<file path="config.mk">
export PLATFORM = sky130hd
export DESIGN_NAME = axi_lite_mem_master
export DESIGN_NICKNAME = d
export VERILOG_FILES = /design/src/rtl/axi_lite_mem_master.sv
export SDC_FILE = /design/constraint.sdc
export NUM_CORES = 1
export LEC_CHECK = 0
export ABC_CLOCK_PERIOD_IN_PS = 11050
export CORE_AREA = 10 10 180 182
export CTS_CLUSTER_DIAMETER = 60
export CTS_CLUSTER_SIZE = 28
export DETAILED_ROUTE_END_ITERATION = 10
export DIE_AREA = 0 0 190 192
export GPL_TIMING_DRIVEN = 0
export PLACE_DENSITY_LB_ADDON = 0.15
export RECOVER_POWER = 100
export SYNTH_ARGS = -nofsm -noshare
export SYNTH_HDL_FRONTEND = slang
export SYNTH_SLANG_ARGS = --single-unit
</file>
<file path="constraint.sdc">
create_clock -name clk -period 11.05 [get_ports clk]
set_input_delay 2.21 -clock clk [delete_from_list [all_inputs] [get_ports clk]]
set_output_delay 2.21 -clock clk [all_outputs]
set_load 0.02 [all_outputs]
</file>
<file path="src/rtl/axi_lite_mem_master.sv">
// Core-side AXI-lite initiator: turns one blocking core memory request into a single
// AXI-lite read or write transaction and returns data plus a one-cycle completion pulse.
module axi_lite_mem_master #(
  parameter int C_M_AXI_DATA_WIDTH = 64,
  parameter int C_M_AXI_ADDR_WIDTH = 64
) (
  input  logic                              clk,
  input  logic                              rst,
  input  logic [C_M_AXI_ADDR_WIDTH-1:0]     mem_addr,
  input  logic [C_M_AXI_DATA_WIDTH-1:0]     mem_wdata,
  input  logic [C_M_AXI_DATA_WIDTH/8-1:0]   mem_wmask,
  input  logic                              mem_wen,
  input  logic                              mem_ren,
  output logic [C_M_AXI_DATA_WIDTH-1:0]     mem_rdata,
  output logic                              mem_valid,
  output logic                              mem_err,
  output logic [C_M_AXI_ADDR_WIDTH-1:0]     m_awaddr,
  output logic [2:0]                        m_awprot,
  output logic                              m_awvalid,
  input  logic                              m_awready,
  output logic [C_M_AXI_DATA_WIDTH-1:0]     m_wdata,
  output logic [C_M_AXI_DATA_WIDTH/8-1:0]   m_wstrb,
  output logic                              m_wvalid,
  input  logic                              m_wready,
  input  logic [1:0]                        m_bresp,
  input  logic                              m_bvalid,
  output logic                              m_bready,
  output logic [C_M_AXI_ADDR_WIDTH-1:0]     m_araddr,
  output logic [2:0]                        m_arprot,
  output logic                              m_arvalid,
  input  logic                              m_arready,
  input  logic [C_M_AXI_DATA_WIDTH-1:0]     m_rdata,
  input  logic [1:0]                        m_rresp,
  input  logic                              m_rvalid,
  output logic                              m_rready
);
  localparam int DW = C_M_AXI_DATA_WIDTH;
  localparam int AW = C_M_AXI_ADDR_WIDTH;
  localparam int SW = C_M_AXI_DATA_WIDTH / 8;

  typedef enum logic [2:0] {
    S_IDLE   = 3'd0,
    S_WRITE  = 3'd1,
    S_W_RESP = 3'd2,
    S_R_ADDR = 3'd3,
    S_R_DATA = 3'd4,
    S_DONE   = 3'd5
  } state_e;

  state_e          state_q, state_d;
  logic            awvalid_q, awvalid_d;
  logic            wvalid_q, wvalid_d;
  logic            bready_q, bready_d;
  logic            arvalid_q, arvalid_d;
  logic            rready_q, rready_d;
  logic            valid_q, valid_d;
  logic            err_q, err_d;
  logic [DW-1:0]   rdata_q, rdata_d;
  logic [AW-1:0]   awaddr_q, awaddr_d;
  logic [AW-1:0]   araddr_q, araddr_d;
  logic [DW-1:0]   wdata_q, wdata_d;
  logic [SW-1:0]   wstrb_q, wstrb_d;

  // State and output register bank
  always_ff @(posedge clk or posedge rst) begin
    if (rst) begin
      state_q   <= S_IDLE;
      awvalid_q <= 1'b0;
      wvalid_q  <= 1'b0;
      bready_q  <= 1'b0;
      arvalid_q <= 1'b0;
      rready_q  <= 1'b0;
      valid_q   <= 1'b0;
      err_q     <= 1'b0;
      rdata_q   <= '0;
      awaddr_q  <= '0;
      araddr_q  <= '0;
      wdata_q   <= '0;
      wstrb_q   <= '0;
    end else begin
      state_q   <= state_d;
      awvalid_q <= awvalid_d;
      wvalid_q  <= wvalid_d;
      bready_q  <= bready_d;
      arvalid_q <= arvalid_d;
      rready_q  <= rready_d;
      valid_q   <= valid_d;
      err_q     <= err_d;
      rdata_q   <= rdata_d;
      awaddr_q  <= awaddr_d;
      araddr_q  <= araddr_d;
      wdata_q   <= wdata_d;
      wstrb_q   <= wstrb_d;
    end
  end

  // Next-state and next-output logic
  always_comb begin
    state_d   = state_q;
    awvalid_d = awvalid_q;
    wvalid_d  = wvalid_q;
    bready_d  = bready_q;
    arvalid_d = arvalid_q;
    rready_d  = rready_q;
    valid_d   = 1'b0;
    err_d     = err_q;
    rdata_d   = rdata_q;
    awaddr_d  = awaddr_q;
    araddr_d  = araddr_q;
    wdata_d   = wdata_q;
    wstrb_d   = wstrb_q;
    case (state_q)
      S_IDLE: begin
        if (mem_wen) begin
          awaddr_d  = mem_addr;
          wdata_d   = mem_wdata;
          wstrb_d   = mem_wmask;
          awvalid_d = 1'b1;
          wvalid_d  = 1'b1;
          state_d   = S_WRITE;
        end else if (mem_ren) begin
          araddr_d  = mem_addr;
          arvalid_d = 1'b1;
          state_d   = S_R_ADDR;
        end else begin
          state_d = S_IDLE;
        end
      end
      S_WRITE: begin
        // Each valid retires independently; B opens only once both have handshaken.
        awvalid_d = awvalid_q & ~m_awready;
        wvalid_d  = wvalid_q & ~m_wready;
        if (!awvalid_d && !wvalid_d) begin
          bready_d = 1'b1;
          state_d  = S_W_RESP;
        end else begin
          state_d = S_WRITE;
        end
      end
      S_W_RESP: begin
        if (m_bvalid) begin
          bready_d = 1'b0;
          err_d    = (m_bresp != 2'b00);
          valid_d  = 1'b1;
          state_d  = S_DONE;
        end else begin
          state_d = S_W_RESP;
        end
      end
      S_R_ADDR: begin
        if (m_arready) begin
          arvalid_d = 1'b0;
          rready_d  = 1'b1;
          state_d   = S_R_DATA;
        end else begin
          state_d = S_R_ADDR;
        end
      end
      S_R_DATA: begin
        if (m_rvalid) begin
          rdata_d  = m_rdata;
          err_d    = (m_rresp != 2'b00);
          rready_d = 1'b0;
          valid_d  = 1'b1;
          state_d  = S_DONE;
        end else begin
          state_d = S_R_DATA;
        end
      end
      S_DONE:  state_d = S_IDLE;
      default: state_d = S_IDLE;
    endcase
  end

  assign mem_rdata = rdata_q;
  assign mem_valid = valid_q;
  assign mem_err   = err_q;
  assign m_awaddr  = awaddr_q;
  assign m_awprot  = 3'b000;
  assign m_awvalid = awvalid_q;
  assign m_wdata   = wdata_q;
  assign m_wstrb   = wstrb_q;
  assign m_wvalid  = wvalid_q;
  assign m_bready  = bready_q;
  assign m_araddr  = araddr_q;
  assign m_arprot  = 3'b000;
  assign m_arvalid = arvalid_q;
  assign m_rready  = rready_q;
endmodule

</file>
Yosys cells after proc, flatten, opt, wreduce, memory -nomap -nowiden
Index checks and enable logic that the tools add are counted.
{"block": "totals", "wordCells": 74, "register_bits": 274, "in_bits": 213, "out_inout_bits": 277}
{"block": "classes", "n_eq_ne": 11, "n_bitwise": 5, "muxes": 26, "n_reduce_logical": 19}
{"operator": "$pmux W3 S5", "n": 1}
{"operator": "$ne A2 B2 Y1 const B", "n": 7}
{"operator": "$pmux W1 S2", "n": 7}
{"operator": "$reduce_bool A2 Y1", "n": 7}
{"operator": "$mux W1", "n": 13}
{"operator": "$reduce_and A3 Y1", "n": 4}
{"operator": "$eq A3 B2 Y1 const B", "n": 2}
{"operator": "$mux W2", "n": 3}
{"operator": "$mux W3", "n": 2}
{"operator": "$reduce_and A2 Y1", "n": 3}
{"operator": "$reduce_and A4 Y1", "n": 1}
{"operator": "$eq A3 B1 Y1 const B", "n": 1}
{"operator": "$eq A3 B3 Y1 const B", "n": 1}
{"operator": "$logic_not A3 Y1", "n": 1}
{"operator": "$not A1 Y1", "n": 3}
{"operator": "$and A1 B1 Y1", "n": 2}
{"operator": "$logic_not A1 Y1", "n": 2}
{"operator": "$logic_and A1 B1 Y1", "n": 1}

Logic depth before layout (Yosys ltp)
Gate-level depths: netlist of run 1.
{"block": "depth", "word_depth": 6, "depth_mapped": 6, "ltp_nobuf": 4}

Worst setup path after synthesis of run 1
OpenSTA, ideal clock, no wires.
{"block": "synth_timing", "kind": "input port to flip-flop", "start": "in mem_wen", "end": "reg araddr_q[15], in the netlist m_araddr[15]", "arrival_time_ns": 3.072, "setup_time_ns": 0.125, "n_path_buf": 2, "path_stages": 4, "path_slack_ns": 7.854, "required_ns": 10.925, "cell_sequence": "nand3b_1 buf_2 buf_2 mux2_2"}
{"block": "synth_via", "elab_chain_len": 2}
{"element": "start, declared", "line_no": "12", "text": "input logic mem_wen,"}
{"element": "$not A1 Y1 (no source line)"}
{"element": "$reduce_and A3 Y1 (no source line)"}
{"element": "end signal, assigned", "line_no": "91", "text": "araddr_q <= araddr_d;"}
{"element": "end, declared", "line_no": "60", "text": "logic [AW-1:0] araddr_q, araddr_d;"}
Every way passes these cells.
A chain may end at the register's enable or synchronous reset.

Worst setup path in the final report of run 1
{"block": "layout_timing", "start": "in mem_wen", "end": "reg awaddr_q[19], in the netlist m_awaddr[19]"}
{"block": "layout_via", "elab_chain_len": 1}
{"element": "$reduce_and A2 Y1 (no source line)"}
{"element": "end signal, assigned", "line_no": "90", "text": "awaddr_q <= awaddr_d;"}
{"element": "end, declared", "line_no": "59", "text": "logic [AW-1:0] awaddr_q, awaddr_d;"}
Every way passes these cells.

==> results.ini, run 1 <==
[detailed_routing]
ant_nets = 0
vias_per_cell = 4.55
wl_um = 34400
post-route-drc-count = 0
drt_iter0_drc = 245
routedWlPerCell_um = 22.2
via_count = 7058
dr.pass1.iters = 3

[clocking]
clk_pin_slew_ns = 0.08
post_cts_resize_count = 0
clock_latency_ns = 0.55
cts_made_buffers = 27
clock_sinks = 274
cts_max_path_buffers = 3
tritoncts = built
clock_tree.root_cell = clkbuf_16
post-cts-setup-buffers = 0
htree_num_levels = 1
hold_buffers = 0

[synthesis]
syn_area_sq_um = 10400
ys_ff_latch = 274
synth_area_leaders = dfrtp_1 66%, mux2_2 24%, mux2_1 4.3%, buf_6 1.3%, buf_2 0.82%
synth_edf_count = 0
yosysMostFrequentCell = dfrtp_1
ys_top_cells_by_count = 274 x dfrtp_1, 224 x mux2_2, 40 x mux2_1
synth_area_leader_cell = dfrtp_1
synth_xor_area_share_pct = 0
syn_area_per_cell_sq_um = 16.6
synth-compound-area-share_pct = 1.18
yosysSeqAreaShare_pct = 66.1
synth_top_family_by_area = multiplexers
synth-adder-area-share_pct = 0
synthArstFlopShare_pct = 100
yosysWarnings = 0
syn_inst = 624
synth.area.mux_share_pct = 28.7
synthSimpleGateAreaFrac_pct = 1.11
yosysTopAreaCellShare_pct = 66.1
synth.distinct_cells = 27
synth-main-ff-cell = dfrtp_1

[timing]
tightestPinTransition_ns = 1.58
slew_viol_final = 32
setup_violations = 0
clock.fmax_ghz = 0.213
min_period_ns = 4.69
relSlewSlack_pct = -5.64
fin_skew_ns = 0.00593
rsz0062_at_grt = false
fin_setup_tns_ns = 0
final_hold_viol_count = 0
timing.hold.ws_ns = 0.480
finalCritPeriodShare_pct = 42.5

[floorplan]
dieHeight_um = 192
dieArea_sq_um = 36500
core_region_area_sq_um = 28600
die-width_um = 190
rows = 62
start_util_pct = 36.2
ios = 490

[global_routing]
grt_antenna_before_repair = 4
grt_pass1_vias = 7630
grt_usage_pct = 17.9
grt_max_degree = 123
grt_pass1_wl_um = 49800
overflow = 0

[worst_setup_path]
reg2reg_depth = 6
crit_path_end_kind = register
critPathKind = input pin to register
cp-start-kind = input pin
crit_fanout = 10
required_ns = 11.48
worstPathArrival_ns = 5.13

[placed_design]
routabilityCongestion = 0.786
dpl.hpwl_um = 27200
post-place-cells = 1498
portBuffers = 483

[final_layout]
seq_area_sq_um = 6860
area_delta_synth_final_pct = 60.4
fillCellCount = 2331
layout-drive-gt1-share_pct = 24.7
fin_cells = 1551
final_util_pct = 58.2
multi_input_area_sq_um = 3240
finalNetCount = 1356

[worst_hold_path]
hold_depth = 1
hp-class = register to register

[power]
pwr_density_cell_nw_per_um2 = 312
finalPower_uw = 5190
p_leak_uw = 0.00705
vdd_ir_drop_max_v = 0.000182

[run]
maxCapViolCount = 1

[run_status]
violations = max-capacitance violations, max-slew violations
status = finished, violations left

## cells by family after synthesis
logic type	after synthesis
simple gates	22
mux	265
buf+inv	42
other cells	1
compound gates	20
flops	274
## through the flow
stage / setup slack, ns / area [sq um]
after floorplan: 1.29 / 10400
after global placement: -2.69 / 15700
final: 6.36 / 16600
after CTS: 7.19 / 16800
after global routing: 6.13 / 16600
after detailed placement: 6.85 / 15800
## report_power, final
| part | internal, uW | switching [uW] |
|---|---|---|
| clock network | 569 | 441 |
| logic | 1170 | 1280 |
| registers | 1510 | 217 |
| total | 3250 | 1940 |
## cells in the final DEF, fill, tap and decap left out, types with 6 or more instances in the layout
| cell type | synthesis | final |
|---|---|---|
| buf_4 | 7 | 7 |
| clkbuf_1 | 2 | 31 |
| clkbuf_16 | 0 | 27 |
| clkdlybuf4s50_1 | 0 | 207 |
| conb_1 | 1 | 6 |
| dfrtp_1 | 274 | 274 |
| dlygate4sd3_1 | 0 | 276 |
| mux2_1 | 40 | 40 |
| mux2_2 | 224 | 224 |
| nand2_1 | 10 | 10 |
| o21ai_0 | 8 | 8 |
## worst max-delay path, cell delays in order
cell and delay [ns]:
dlygate4sd3_1 0.63, and2_0 0.15, clkbuf_1 0.53, clkbuf_1 0.58
clkbuf_1 0.63, mux2_1 0.38
## path summary, 6_finish.rpt
check,slack (ns),start,end
max in group asynchronous,7.33,rst,m_araddr[40]
min,0.48,m_awaddr[7],m_awaddr[7]
min reg2reg,0.48,m_awaddr[7],m_awaddr[7]
min in group asynchronous,2.49,rst,mem_rdata[12]
max,6.36,mem_wen,m_awaddr[19]
max reg2reg,8.08,state_q[0],m_awaddr[19]
## state kept, by name (all words and copies together), names as in the netlist, 3 cells and up
name,count
m_araddr,64
m_wstrb,8
m_wdata,64
m_awaddr,64
state_q,3
mem_rdata,64
## metal layers
metal / GRT usage [%] / vias up / share of wire [%] / wire length, um
met3: 7.73 / 43 / 10 / 3580
met1: 18.9 / 3486 / 36 / 12600
met4: 4.33 / 0 / 1.6 / 561
met5: 0 / - / 0 / 0
met2: 32.3 / 294 / 51 / 17700
li1: - / 3235 / - / -
## layout make-up
cell class	instances	share of cell area, %
clock buffer	28	4.14
clock inverter	22	1.78
buffer	38	1.01
tap	384	2.89
timing repair buffer	485	29.4
inverter	4	0.0977
multi-input combinational	313	19.5
antenna	3	0.0451
sequential	274	41.2
(Power assumes the default switching activity.)
==> inputs of run 2 (changes only) <==
- ABC_CLOCK_PERIOD_IN_PS: 11050 -> 4500
- clock period: 11.05 -> 4.5 ns (I/O delays scaled with it)
==> run 2 against run 1 <==
Against the previous run: the run still ends with max-capacitance violations, max-slew violations left; largest power group unchanged; flip-flop and latch count is the same; setup slack lost 4.9 ns; total power grew 140%; clock power grew 130%.
==> results.ini, run 2 (synthesis gave the netlist of run 1 again) <==
[run_status]
status = finished, violations left  ; unchanged
violations = max-capacitance violations, max-slew violations  ; unchanged

[worst_hold_path]
min_to = m_awaddr[7]  ; unchanged
hp-start = m_awaddr[7]  ; unchanged
hp-class = register to register  ; unchanged
hold_depth = 1  ; unchanged

[timing]
relSlewSlack_pct = -3.40  ; was -5.64%
final_hold_viol_count = 0  ; unchanged
tightestPinTransition_ns = 1.54  ; was 1.58 ns
slew_viol_final = 30  ; was 32
rsz0062_at_grt = false  ; unchanged
clock.fmax_ghz = 0.324
fin_skew_ns = 0.0107  ; was 0.00593 ns
setup_violations = 0  ; unchanged
min_period_ns = 3.09
timing.hold.ws_ns = 0.480  ; about the same
finalCritPeriodShare_pct = 68.6

[floorplan]
ios = 490  ; unchanged
dieHeight_um = 192  ; unchanged
die-width_um = 190  ; unchanged
dieArea_sq_um = 36500  ; unchanged
start_util_pct = 36.2  ; unchanged
rows = 62  ; unchanged
core_region_area_sq_um = 28600  ; unchanged

[placed_design]
portBuffers = 483  ; unchanged
post-place-cells = 1503  ; was 1498
routabilityCongestion = 0.777  ; was 0.786
dpl.hpwl_um = 27600  ; was 27200 um

[global_routing]
overflow = 0  ; unchanged
grt_antenna_before_repair = 3  ; was 4
grt_max_degree = 41  ; was 123
grt_pass1_wl_um = 49500  ; was 49800 um
grt_pass1_vias = 7429  ; was 7630
grt_usage_pct = 17.8  ; was 17.9%

[power]
p_leak_uw = 0.00710  ; was 0.00705 uW
vdd_ir_drop_max_v = 0.000421  ; was 0.000182 V
pwr_density_cell_nw_per_um2 = 754  ; was 312 nW/um^2

[worst_setup_path]
r2r_start = state_q[0]  ; unchanged
critPathKind = input pin to register  ; unchanged
reg2reg_depth = 6  ; unchanged
required_ns = 4.90  ; was 11.48 ns
crit_path_end_kind = register  ; unchanged
worstSetupStartpoint = mem_wen  ; unchanged
timing.rr.end = m_awaddr[35]  ; was m_awaddr[19]
worstPathArrival_ns = 3.49  ; was 5.13 ns
cp-start-kind = input pin  ; unchanged
crit_fanout = 10  ; unchanged
r2r_setup_slack_ns = 1.81  ; was 8.08 ns

[clocking]
cts_made_buffers = 27  ; unchanged
clock_sinks = 274  ; unchanged
clock_latency_ns = 0.53  ; was 0.55 ns
htree_num_levels = 1  ; unchanged
clk_pin_slew_ns = 0.07  ; was 0.08 ns
post_cts_resize_count = 0  ; unchanged
post-cts-setup-buffers = 0  ; unchanged
clock_tree.root_cell = clkbuf_16  ; unchanged
cts_max_path_buffers = 3  ; unchanged
hold_buffers = 0  ; unchanged
tritoncts = built  ; unchanged

[final_layout]
final_cell_mix = 276 x dlygate4sd3_1, 274 x dfrtp_1, 224 x mux2_2  ; unchanged
area_delta_synth_final_pct = 60.9  ; was 60.4%
fillCellCount = 2362  ; was 2331
multi_input_area_sq_um = 3240  ; unchanged
final_common_cell = dlygate4sd3_1  ; unchanged
layout-drive-gt1-share_pct = 25.2  ; was 24.7%
final_util_pct = 58.3  ; was 58.2%
fin_cells = 1553  ; was 1551
finalNetCount = 1361  ; was 1356
seq_area_sq_um = 6860  ; unchanged

[run]
maxCapViolCount = 1  ; unchanged

[detailed_routing]
via_count = 7069  ; was 7058
dr.pass1.iters = 4  ; was 3
ant_nets = 0  ; unchanged
drt_iter0_drc = 209  ; was 245
post-route-drc-count = 0  ; unchanged
vias_per_cell = 4.55  ; about the same
routedWlPerCell_um = 22.1  ; was 22.2 um
wl_um = 34300  ; was 34400 um

[run 2: changes by cell type in the layout (fill, tap and decap cells not counted), sizes merged]
| cell | change |
|---|---|
| clkinvlp | -4 |
| inv | +3 |
| buf | +8 |
| bufinv | -3 |
| diode | -2 |
| clkinv | +3 |
| clkbuf | -3 |
[run 2: worst max-delay path by stage]
stage,slack (ns),endpoint
after floorplan,-0.02,m_araddr[0]
after global routing,1.03,m_awaddr[39]
after CTS,1.90,m_wvalid
after global placement,-2.29,m_awaddr[25]
after detailed placement,1.70,m_araddr[44]
final,1.41,m_awaddr[35]
[run 2: where the power goes]
part	internal [uW]	switching (uW)
Clock	1240	1110
Combinational	2900	3120
Sequential	3700	527
Total	7840	4760
[run 2: per-stage QoR]
step	setup TNS (ns)	setup WS [ns]	instance area (sq um)	total power, uW
final	0	1.41	16700	12600
after global routing	0	1.03	16700	13300
after CTS	0	1.90	16800	13400
after detailed placement	0	1.70	15900	11000
after global placement	-618.54	-2.29	15700	10900
after floorplan	-6.41	-0.0234	10400	7510
[run 2: area by class of cell]
| class | instances | share of cell area [%] |
|---|---|---|
| Timing Repair Buffer | 490 | 29.7 |
| Sequential cell | 274 | 41.1 |
| Antenna cell | 1 | 0.0150 |
| Clock buffer | 28 | 4.07 |
| Multi-Input combinational cell | 313 | 19.4 |
| Tap cell | 384 | 2.88 |
| Buffer | 38 | 1.19 |
| Inverter | 4 | 0.0974 |
| Clock inverter | 21 | 1.57 |
[run 2: critical path, stage by stage]
cell	delay, ns
dlygate4sd3_1	0.61
and2_0	0.15
clkbuf_1	0.58
clkbuf_1	0.64
buf_6	0.26
mux2_1	0.34
[run 2: metal layers]
metal / global-route usage (%) / up-vias / wire length, um
li1: - / 3262 / -
met1: 18.5 / 3498 / 12000
met2: 32.6 / 271 / 18200
met3: 7.96 / 34 / 3670
met4: 3.11 / 4 / 369
met5: 0 / - / 27
==> inputs of run 3 (changes only) <==
- ABC_CLOCK_PERIOD_IN_PS: 4500 -> 2910
- clock period: 4.5 -> 2.91 ns (I/O delays scaled with it)
==> run 3 against run 2 <==
Against the previous run: the flow still finishes with violations (max-capacitance violations, max-slew violations); flip-flop and latch count is the same; non-clock buffer count is the same; sequential power grew 55%; die area is the same; worst hold slack is essentially flat; cell count is the same; clock skew shrank 0.00068 ns; routed wire length grew 0.16%; global-route usage is the same; combinational power grew 55%; setup slack lost 0.93 ns; total power grew 55%.
==> results.ini, run 3 (synthesis gave the netlist of run 1 again) <==
[run_status]
status = finished, violations left  ; unchanged
violations = max-capacitance violations, max-slew violations  ; unchanged

[clocking]
cts_made_buffers = 27  ; unchanged
post-cts-setup-buffers = 0  ; unchanged
tritoncts = built  ; unchanged
clk_pin_slew_ns = 0.07  ; about the same
hold_buffers = 0  ; unchanged
cts_max_path_buffers = 3  ; unchanged
clock_sinks = 274  ; unchanged
clock_latency_ns = 0.53  ; about the same
htree_num_levels = 1  ; unchanged
clock_tree.root_cell = clkbuf_16  ; unchanged
post_cts_resize_count = 0  ; unchanged

[timing]
fin_skew_ns = 0.00999  ; was 0.0107 ns
min_period_ns = 2.43
finalCritPeriodShare_pct = 83.5
clock.fmax_ghz = 0.412
slew_viol_final = 30  ; unchanged
relSlewSlack_pct = -3.55  ; was -3.40%
final_hold_viol_count = 0  ; unchanged
layout_setup_ws_ns = 0.481  ; was 1.41 ns
tightestPinTransition_ns = 1.54  ; about the same
fin_setup_tns_ns = 0  ; unchanged
rsz0062_at_grt = false  ; unchanged
setup_violations = 0  ; unchanged

[power]
power_switching_uw = 7360  ; was 4760 uW
p_leak_uw = 0.00714  ; was 0.00710 uW
pwr_density_cell_nw_per_um2 = 1160  ; was 754 nW/um^2
vdd_ir_drop_max_v = 0.000655  ; was 0.000421 V
power_frac_comb_pct = 47.8  ; about the same
clkPwrFrac_pct = 18.6  ; about the same
intPower_uw = 12100  ; was 7840 uW
pwr-share-seq_pct = 33.6  ; about the same
finalPower_uw = 19500  ; was 12600 uW
swShare_pct = 37.7  ; about the same

[global_routing]
overflow = 0  ; unchanged
grt_antenna_before_repair = 2  ; was 3
grt_pass1_wl_um = 49500  ; unchanged
grt_pass1_vias = 7429  ; unchanged
grt_max_degree = 41  ; unchanged
grt_usage_pct = 17.8  ; unchanged

[worst_setup_path]
critPathKind = input pin to register  ; unchanged
required_ns = 3.33  ; was 4.90 ns
crit_top_cell = clkbuf_1  ; unchanged
cp-start-kind = input pin  ; unchanged
critical_path.top_delay_family = buffers and inverters  ; unchanged
critical-path-max-stage-delay_ns = 0.61  ; was 0.64 ns
cp_cell_sequence = dlygate4sd3_1 > and2_0 > clkbuf_1 > clkbuf_1 > mux2_2  ; was dlygate4sd3_1 > and2_0 > clkbuf_1 > clkbuf_1 > buf_6 > mux2_1
worstPathArrival_ns = 2.85  ; was 3.49 ns
cpMaxStageDelayCell = dlygate4sd3_1  ; was clkbuf_1
crit_fanout = 10  ; unchanged
critical_path_buf_inv_count = 3  ; was 4
crit_path_end_kind = register  ; unchanged

[placed_design]
portBuffers = 483  ; unchanged
routabilityCongestion = 0.777  ; unchanged
dpl.hpwl_um = 27600  ; unchanged
pre_cts_ws_ns = 0.432  ; was 1.70 ns
post-place-cells = 1503  ; unchanged

[final_layout]
final_cell_mix = 274 x dfrtp_1, 273 x dlygate4sd3_1, 224 x mux2_2  ; was 276 x dlygate4sd3_1, 274 x dfrtp_1, 224 x mux2_2
area_delta_synth_final_pct = 61.5  ; was 60.9%
layout-drive-gt1-share_pct = 26.0  ; was 25.2%
final_common_cell = dfrtp_1  ; was dlygate4sd3_1
finalNetCount = 1361  ; unchanged
fin_cells = 1553  ; unchanged
final_util_pct = 58.5  ; was 58.3%

[detailed_routing]
dr.pass1.iters = 4  ; unchanged
routedWlPerCell_um = 22.1  ; about the same
post-route-drc-count = 0  ; unchanged
ant_nets = 0  ; unchanged
wl_um = 34300  ; about the same
drt_iter0_drc = 182  ; was 209
via_count = 7068  ; was 7069
vias_per_cell = 4.55  ; about the same

[run]
maxCapViolCount = 1  ; unchanged

[floorplan]
die-width_um = 190  ; unchanged
start_util_pct = 36.2  ; unchanged
rows = 62  ; unchanged
ios = 490  ; unchanged
dieHeight_um = 192  ; unchanged
dieArea_sq_um = 36500  ; unchanged
core_region_area_sq_um = 28600  ; unchanged

[worst_hold_path]
hp-class = register to register  ; unchanged

[run 3: cell count changes in the layout (fill, tap and decap cells not counted)]
cell / previous run / this run
clkbuf_1: 28 / 17
buf_6: 4 / 11
buf_2: 0 / 5
clkdlybuf4s50_1: 207 / 210
dlygate4sd3_1: 276 / 273
buf_4: 7 / 6
clkbuf_2: 1 / 0
clkbuf_4: 0 / 1
nor2_1: 2 / 3
nor2_2: 1 / 0
[run 3: final cells by class]
type	instances	area [sq um]
tap	384	480
multi-input combinational	313	3240
clock buffer	28	679
buffer	38	254
fill	2350	11900
inverter	4	16.3
antenna	1	2.50
timing repair buffer	490	4960
clock inverter	21	262
sequential	274	6860
[run 3: final timing paths]
kind,startpoint,to,slack [ns],cells past startpoint
worst max-delay path,mem_wen,m_wstrb[2],0.48,5
worst min-delay path,m_awaddr[7],m_awaddr[7],0.48,1
worst max register to register,state_q[1],mem_rdata[34],0.56,6
worst min register to register,m_awaddr[7],m_awaddr[7],0.48,1
max in group asynchronous,rst,m_awaddr[10],0.60,4
min in group asynchronous,rst,m_wdata[34],0.87,2
[run 3: power by group through the flow]
| stage | logic (uW) | clock network (uW) | registers, uW |
|---|---|---|---|
| 2_1_floorplan | 2550 | 0 | 9070 |
| 3_3_place_gp | 10200 | 0 | 6640 |
| 3_5_place_dp | 10200 | 0 | 6720 |
| 4_1_cts | 10300 | 3770 | 6660 |
| 5_1_grt | 9880 | 3920 | 6810 |
| 6_report | 9320 | 3630 | 6550 |
[run 3: stage by stage]
stage	hold slack, ns	cell area (sq um)
after floorplan	0.594	10400
after global placement	0.467	15700
after detailed placement	0.474	15900
after CTS	0.491	16800
after global routing	0.501	16800
final	0.480	16800
[run 3: layer usage]
metal  vias to the layer above  part of all wire (%)  track usage [%]
li1                       3263                     -                -
met1                      3503                    35             18.5
met5                         -                 0.038                0
met3                        31                    11             7.96
met4                         2                   1.1             3.11
met2                       269                    53             32.6
